[src/rtl/fsm_estacionamiento_multi.sv]
// Multi-lane parking entry/exit detector: per-lane sync + debounce + direction FSM,
// feeding a shared saturating occupancy counter with full/empty/overflow/underflow.
module fsm_estacionamiento_multi #(
  parameter int unsigned N_LANES    = 2,
  parameter int unsigned DEB_CYCLES = 4,
  parameter int unsigned CAPACITY   = 50,
  localparam int unsigned CNT_W     = $clog2(CAPACITY + 1)
) (
  input  logic                 clk,
  input  logic                 rst,
  input  logic [2*N_LANES-1:0] sensor,
  input  logic                 load,
  input  logic [CNT_W-1:0]     load_val,
  output logic [N_LANES-1:0]   entrada,
  output logic [N_LANES-1:0]   salida,
  output logic [CNT_W-1:0]     count,
  output logic                 full,
  output logic                 empty,
  output logic                 overflow,
  output logic                 underflow
);

  localparam int unsigned NB    = 2 * N_LANES;
  localparam int unsigned DEB_W = $clog2(DEB_CYCLES + 1);
  localparam int unsigned EV_W  = $clog2(N_LANES + 1);
  // Wide enough for count + all lanes entering, plus sign and headroom.
  localparam int unsigned SUM_W = ((CNT_W > EV_W) ? CNT_W : EV_W) + 2;

  localparam logic [CNT_W-1:0]        CAP_C = CNT_W'(CAPACITY);
  localparam logic signed [SUM_W-1:0] CAP_S = SUM_W'(CAPACITY);
  localparam logic [DEB_W-1:0]        DEB_LAST = DEB_W'(DEB_CYCLES - 1);

  typedef enum logic [2:0] {
    IDLE   = 3'd0,
    IN_A   = 3'd1,
    IN_AB  = 3'd2,
    IN_B   = 3'd3,
    OUT_B  = 3'd4,
    OUT_AB = 3'd5,
    OUT_A  = 3'd6
  } lane_state_e;

  logic [NB-1:0]      sync1_q;
  logic [NB-1:0]      sync2_q;
  logic [NB-1:0]      deb_q;
  logic [DEB_W-1:0]   stab_q [NB];
  lane_state_e        state_q [N_LANES];
  logic [N_LANES-1:0] ent_ev_c;
  logic [N_LANES-1:0] ext_ev_c;

  logic [SUM_W-1:0]        n_ent_c;
  logic [SUM_W-1:0]        n_ext_c;
  logic signed [SUM_W-1:0] next_c;
  logic [CNT_W-1:0]        count_d;
  logic                    overflow_d;
  logic                    underflow_d;

  // Next lane state from the debounced {a,b} pair.
  function automatic lane_state_e lane_next(input lane_state_e s, input logic [1:0] ab);
    lane_state_e n;
    n = s;
    case (s)
      IDLE: begin
        case (ab)
          2'b10:   n = IN_A;
          2'b01:   n = OUT_B;
          default: n = IDLE;
        endcase
      end
      IN_A: begin
        case (ab)
          2'b11:   n = IN_AB;
          2'b00:   n = IDLE;
          2'b01:   n = IDLE;
          default: n = s;
        endcase
      end
      IN_AB: begin
        case (ab)
          2'b01:   n = IN_B;
          2'b10:   n = IN_A;
          2'b00:   n = IDLE;
          default: n = s;
        endcase
      end
      IN_B: begin
        case (ab)
          2'b00:   n = IDLE;
          2'b11:   n = IN_AB;
          2'b10:   n = IDLE;
          default: n = s;
        endcase
      end
      OUT_B: begin
        case (ab)
          2'b11:   n = OUT_AB;
          2'b00:   n = IDLE;
          2'b10:   n = IDLE;
          default: n = s;
        endcase
      end
      OUT_AB: begin
        case (ab)
          2'b10:   n = OUT_A;
          2'b01:   n = OUT_B;
          2'b00:   n = IDLE;
          default: n = s;
        endcase
      end
      OUT_A: begin
        case (ab)
          2'b00:   n = IDLE;
          2'b11:   n = OUT_AB;
          2'b01:   n = IDLE;
          default: n = s;
        endcase
      end
      default: n = IDLE;
    endcase
    return n;
  endfunction

  // Two-flop synchroniser on every raw beam bit.
  always_ff @(posedge clk) begin
    if (rst) begin
      sync1_q <= '0;
      sync2_q <= '0;
    end else begin
      sync1_q <= sensor;
      sync2_q <= sync1_q;
    end
  end

  // Per-bit debounce: accept a new value only after DEB_CYCLES stable cycles.
  always_ff @(posedge clk) begin
    if (rst) begin
      deb_q <= '0;
      for (int k = 0; k < NB; k++) stab_q[k] <= '0;
    end else begin
      for (int k = 0; k < NB; k++) begin
        if (sync2_q[k] != deb_q[k]) begin
          if (stab_q[k] == DEB_LAST) begin
            deb_q[k]  <= sync2_q[k];
            stab_q[k] <= '0;
          end else begin
            stab_q[k] <= stab_q[k] + DEB_W'(1);
          end
        end else begin
          stab_q[k] <= '0;
        end
      end
    end
  end

  // Completed-sequence events, visible in the same cycle as the FSM transition.
  always_comb begin
    ent_ev_c = '0;
    ext_ev_c = '0;
    for (int i = 0; i < N_LANES; i++) begin
      ent_ev_c[i] = (state_q[i] == IN_B)  && (deb_q[2*i +: 2] == 2'b00);
      ext_ev_c[i] = (state_q[i] == OUT_A) && (deb_q[2*i +: 2] == 2'b00);
    end
  end

  // Lane FSMs and their registered entry/exit pulses.
  always_ff @(posedge clk) begin
    if (rst) begin
      for (int i = 0; i < N_LANES; i++) state_q[i] <= IDLE;
      entrada <= '0;
      salida  <= '0;
    end else begin
      for (int i = 0; i < N_LANES; i++) state_q[i] <= lane_next(state_q[i], deb_q[2*i +: 2]);
      entrada <= ent_ev_c;
      salida  <= ext_ev_c;
    end
  end

  // Net occupancy update with saturation and preload.
  always_comb begin
    n_ent_c = '0;
    n_ext_c = '0;
    for (int i = 0; i < N_LANES; i++) begin
      n_ent_c = n_ent_c + SUM_W'(ent_ev_c[i]);
      n_ext_c = n_ext_c + SUM_W'(ext_ev_c[i]);
    end
    next_c      = $signed(SUM_W'(count)) + $signed(n_ent_c) - $signed(n_ext_c);
    count_d     = count;
    overflow_d  = 1'b0;
    underflow_d = 1'b0;
    if (load) begin
      count_d = (load_val > CAP_C) ? CAP_C : load_val;
    end else if (next_c > CAP_S) begin
      count_d    = CAP_C;
      overflow_d = 1'b1;
    end else if (next_c[SUM_W-1]) begin
      count_d     = '0;
      underflow_d = 1'b1;
    end else begin
      count_d = CNT_W'(next_c);
    end
  end

  // Occupancy register; flags derive from the same next value so they never disagree.
  always_ff @(posedge clk) begin
    if (rst) begin
      count     <= '0;
      full      <= 1'b0;
      empty     <= 1'b1;
      overflow  <= 1'b0;
      underflow <= 1'b0;
    end else begin
      count     <= count_d;
      full      <= (count_d == CAP_C);
      empty     <= (count_d == '0);
      overflow  <= overflow_d;
      underflow <= underflow_d;
    end
  end

endmodule

[config.mk]
export PLATFORM = sky130hd
export DESIGN_NAME = fsm_estacionamiento_multi
export DESIGN_NICKNAME = d
export VERILOG_FILES = /design/src/rtl/fsm_estacionamiento_multi.sv
export SDC_FILE = /design/constraint.sdc
export NUM_CORES = 1
export LEC_CHECK = 0
export CORE_AREA = 5 5 70 72
export CTS_CLUSTER_SIZE = 40
export DETAILED_ROUTE_END_ITERATION = 10
export DIE_AREA = 0 0 75 77
export PLACE_DENSITY = 0.84
export SETUP_SLACK_MARGIN = 0.15
export SLEW_MARGIN = 10
export SYNTH_ARGS = -nofsm -noshare
export SYNTH_HDL_FRONTEND = slang
export SYNTH_SLANG_ARGS = --single-unit
[constraint.sdc]
create_clock -name clk -period 8.85 [get_ports clk]
set_input_delay 1.77 -clock clk [delete_from_list [all_inputs] [get_ports clk]]
set_output_delay 1.77 -clock clk [all_outputs]
set_load 0.02 [all_outputs]
==> impl_metrics.ini <==
[sta]
min_period_ps = 4270
timing.final.crit_share_pct = 48.3
holdWs_ps = 444
setup_tns_ps = 0
clock_skew_ps = 5.78
hold_viol = 0
grt_setup_unrepaired = false
finalSetupViolCount = 0
fin_ws_ps = 4580
slew_violations = 0
fmax_ghz = 0.234

[setup_path]
cp.required_ps = 9060
cp_cell_sequence = inv_1, ha_1, nand2_1, or2_2, fa_1, inv_1, fa_1, inv_1, ha_1, inv_1, fa_1, xnor2_1, nor3b_1, nor3_1, a21oi_2, a32o_1, o41ai_2
cp-start-kind = flip-flop
critPathMaxFanout = 6
crit_family = adder cells
r2r_end = empty
cp_slowest_cell = fa_1
crit_arrival_ps = 4490
crit_type = reg -> reg
worst-path-buf-inv = 4
max_stage_delay_ps = 510
rr_worst_depth = 17
r2r_slack_ps = 4580
r2r_start = deb_q[0]
critPathCaptureType = flip-flop
cp_common_cell = inv_1

[hold_path]
hold_path_end = sync2_q[0]
hold_path_depth = 1
min_path_type = reg -> reg
min_from = sync1_q[0]

[grt]
grt_pass1_vias = 1831
grt.total_usage_pct = 17.0
grt_antenna_before_repair = 0
overflow = 0
grt_pass1_wl_um = 7680
grt_max_degree = 34

[floorplanning]
chipHeight_um = 77
rows = 24
chipWidth_um = 75
ios = 27
initial_utilization_pct = 57.4
dieArea_um2 = 5780
core_um2 = 4230

[placed_design]
routabilityCongestion = 0.802
dp_slack_ps = 4630
dp_hpwl_um = 3430
postPlaceCellArea_um2 = 2770
port_buffers = 26

[clocking]
cts-resized-gates = 0
clk_pin_slew_ps = 90
cts_sinks = 44
numCtsBuffers = 5
root_buffer = clkbuf_8
postCtsHoldBufs = 0
h-tree-depth = 2
clkLatencyLatePin_ps = 300
cts_tree = built
cts_max_path_buffers = 2
post_cts_buffers = 0

[cells_and_area]
layout.nets = 333
post-route-util_pct = 68.1
antenna_cells = 0
area_delta_synth_final_pct = 18.6
finalInstanceArea_um2 = 2880
drive_gt1_share_pct = 7.07

[yosys]
synthCells = 260
ys_top_cells_by_count = nor2_1 (34), dfxtp_1 (32), inv_1 (24)
ys_types = 53
synth_most_common_cell = nor2_1
synth_flop_cell = dfxtp_1
synth_top_area_share_pct = 26.4
synth_area_leaders = dfxtp_1 (26%), edfxtp_1 (15%), ha_1 (11%), nor2_1 (5.2%), inv_1 (3.7%)
yosysSeqAreaShare_pct = 41.2
yosysTopAreaCell = dfxtp_1
synth_edf_count = 12
ys_async_sr_fraction_pct = 0
ys_warn_count = 0
synth.cell_area_um2 = 2430
synth-seq-cells = 44
avgSynthCellArea_um2 = 9.35

[detailed_routing]
routed.top_layer = met4
route.met2.wl_um = 2220
wl_per_cell_um = 13.0
final_antenna_net_count = 0
dr.pass1.iters = 4
wl_um = 4530
via_per_inst = 5.42
wirelength_met1_um = 1910
drt_iter0_drc = 151
vias = 1891
drc = 0
wl_met3_um = 242

[power_and_ir_drop]
p_leak_nw = 1.13
irDropWorstVdd_mv = 0.120
powerDensity_nw_per_um2 = 167

[outcome]
status = finished, final reports clean

[run]
maxCapViolCount = 0
==> state kept, by name, indices dropped and copies added, names as in the netlist <==
register	flops
count	6
deb_q	4
empty	1
entrada	2
full	1
overflow	1
salida	2
stab_q	12
state_q	6
sync1_q	4
sync2_q	4
underflow	1
==> layout by cell type, fill, tap and decap left out, types with 5 or more instances in the layout <==
cell type / instances
nand3_1: 5
nor2_1: 34
nand2b_1: 6
nor3b_1: 7
xnor2_1: 6
nor2b_1: 10
nor3_1: 5
clkdlybuf4s50_1: 26
a21oi_1: 13
edfxtp_1: 12
or3_1: 6
ha_1: 21
clkbuf_8: 5
dfxtp_1: 32
conb_1: 12
mux2i_1: 6
nand2_1: 7
inv_1: 24
o21ai_0: 11
==> metrics by stage <==
| stage | instances | total power [W] |
|---|---|---|
| floorplan | 271 | 0.000297 |
| global placement | 341 | 0.000326 |
| detailed placement | 341 | 0.000327 |
| CTS | 349 | 0.000484 |
| global route | 349 | 0.000507 |
| finish | 349 | 0.000482 |
==> metal layers <==
metal | up-vias | GRT usage, %
met2 | 54 | 28.0
met4 | 0 | 8.01
met1 | 861 | 19.7
met5 | - | 0
li1 | 962 | -
met3 | 14 | 4.97
==> report_power, final <==
group          internal [W]  total (W)  switching (W)
sequential         0.000216   0.000222     0.00000624
clock             0.0000850   0.000158      0.0000726
combinational     0.0000466   0.000102      0.0000554
total              0.000348   0.000482       0.000134
==> logic make-up after synthesis <==
logic type	share of synthesized area (%)
AND/OR/NAND/NOR	21.8
AO/OA/AOI/OAI	13.6
flip-flops	41.2
buffers and inverters	5.40
adder cells (fa/ha/maj)	13.3
XOR/XNOR	2.16
multiplexers	2.47
other	0.154
==> worst max path at each step <==
stage,from,end,slack (ps),cells after the start
after floorplan,deb_q[0],empty,4990,17
after global placement,deb_q[0],empty,4820,17
after detailed placement,deb_q[0],empty,4630,17
after CTS,deb_q[1],empty,4590,17
after global routing,deb_q[1],empty,4190,17
final,deb_q[0],empty,4580,17
==> area by class of cell <==
class                           instances  area, um^2
Timing Repair Buffer                   27         268
Clock inverter                          3        46.3
Inverter                               25        93.8
Sequential cell                        44        1000
Clock buffer                            5        68.8
Multi-Input combinational cell        193        1340
Tap cell                               52        65.1
Fill cell                             325        1350
Note: power is estimated with default switching activity, not from simulation.
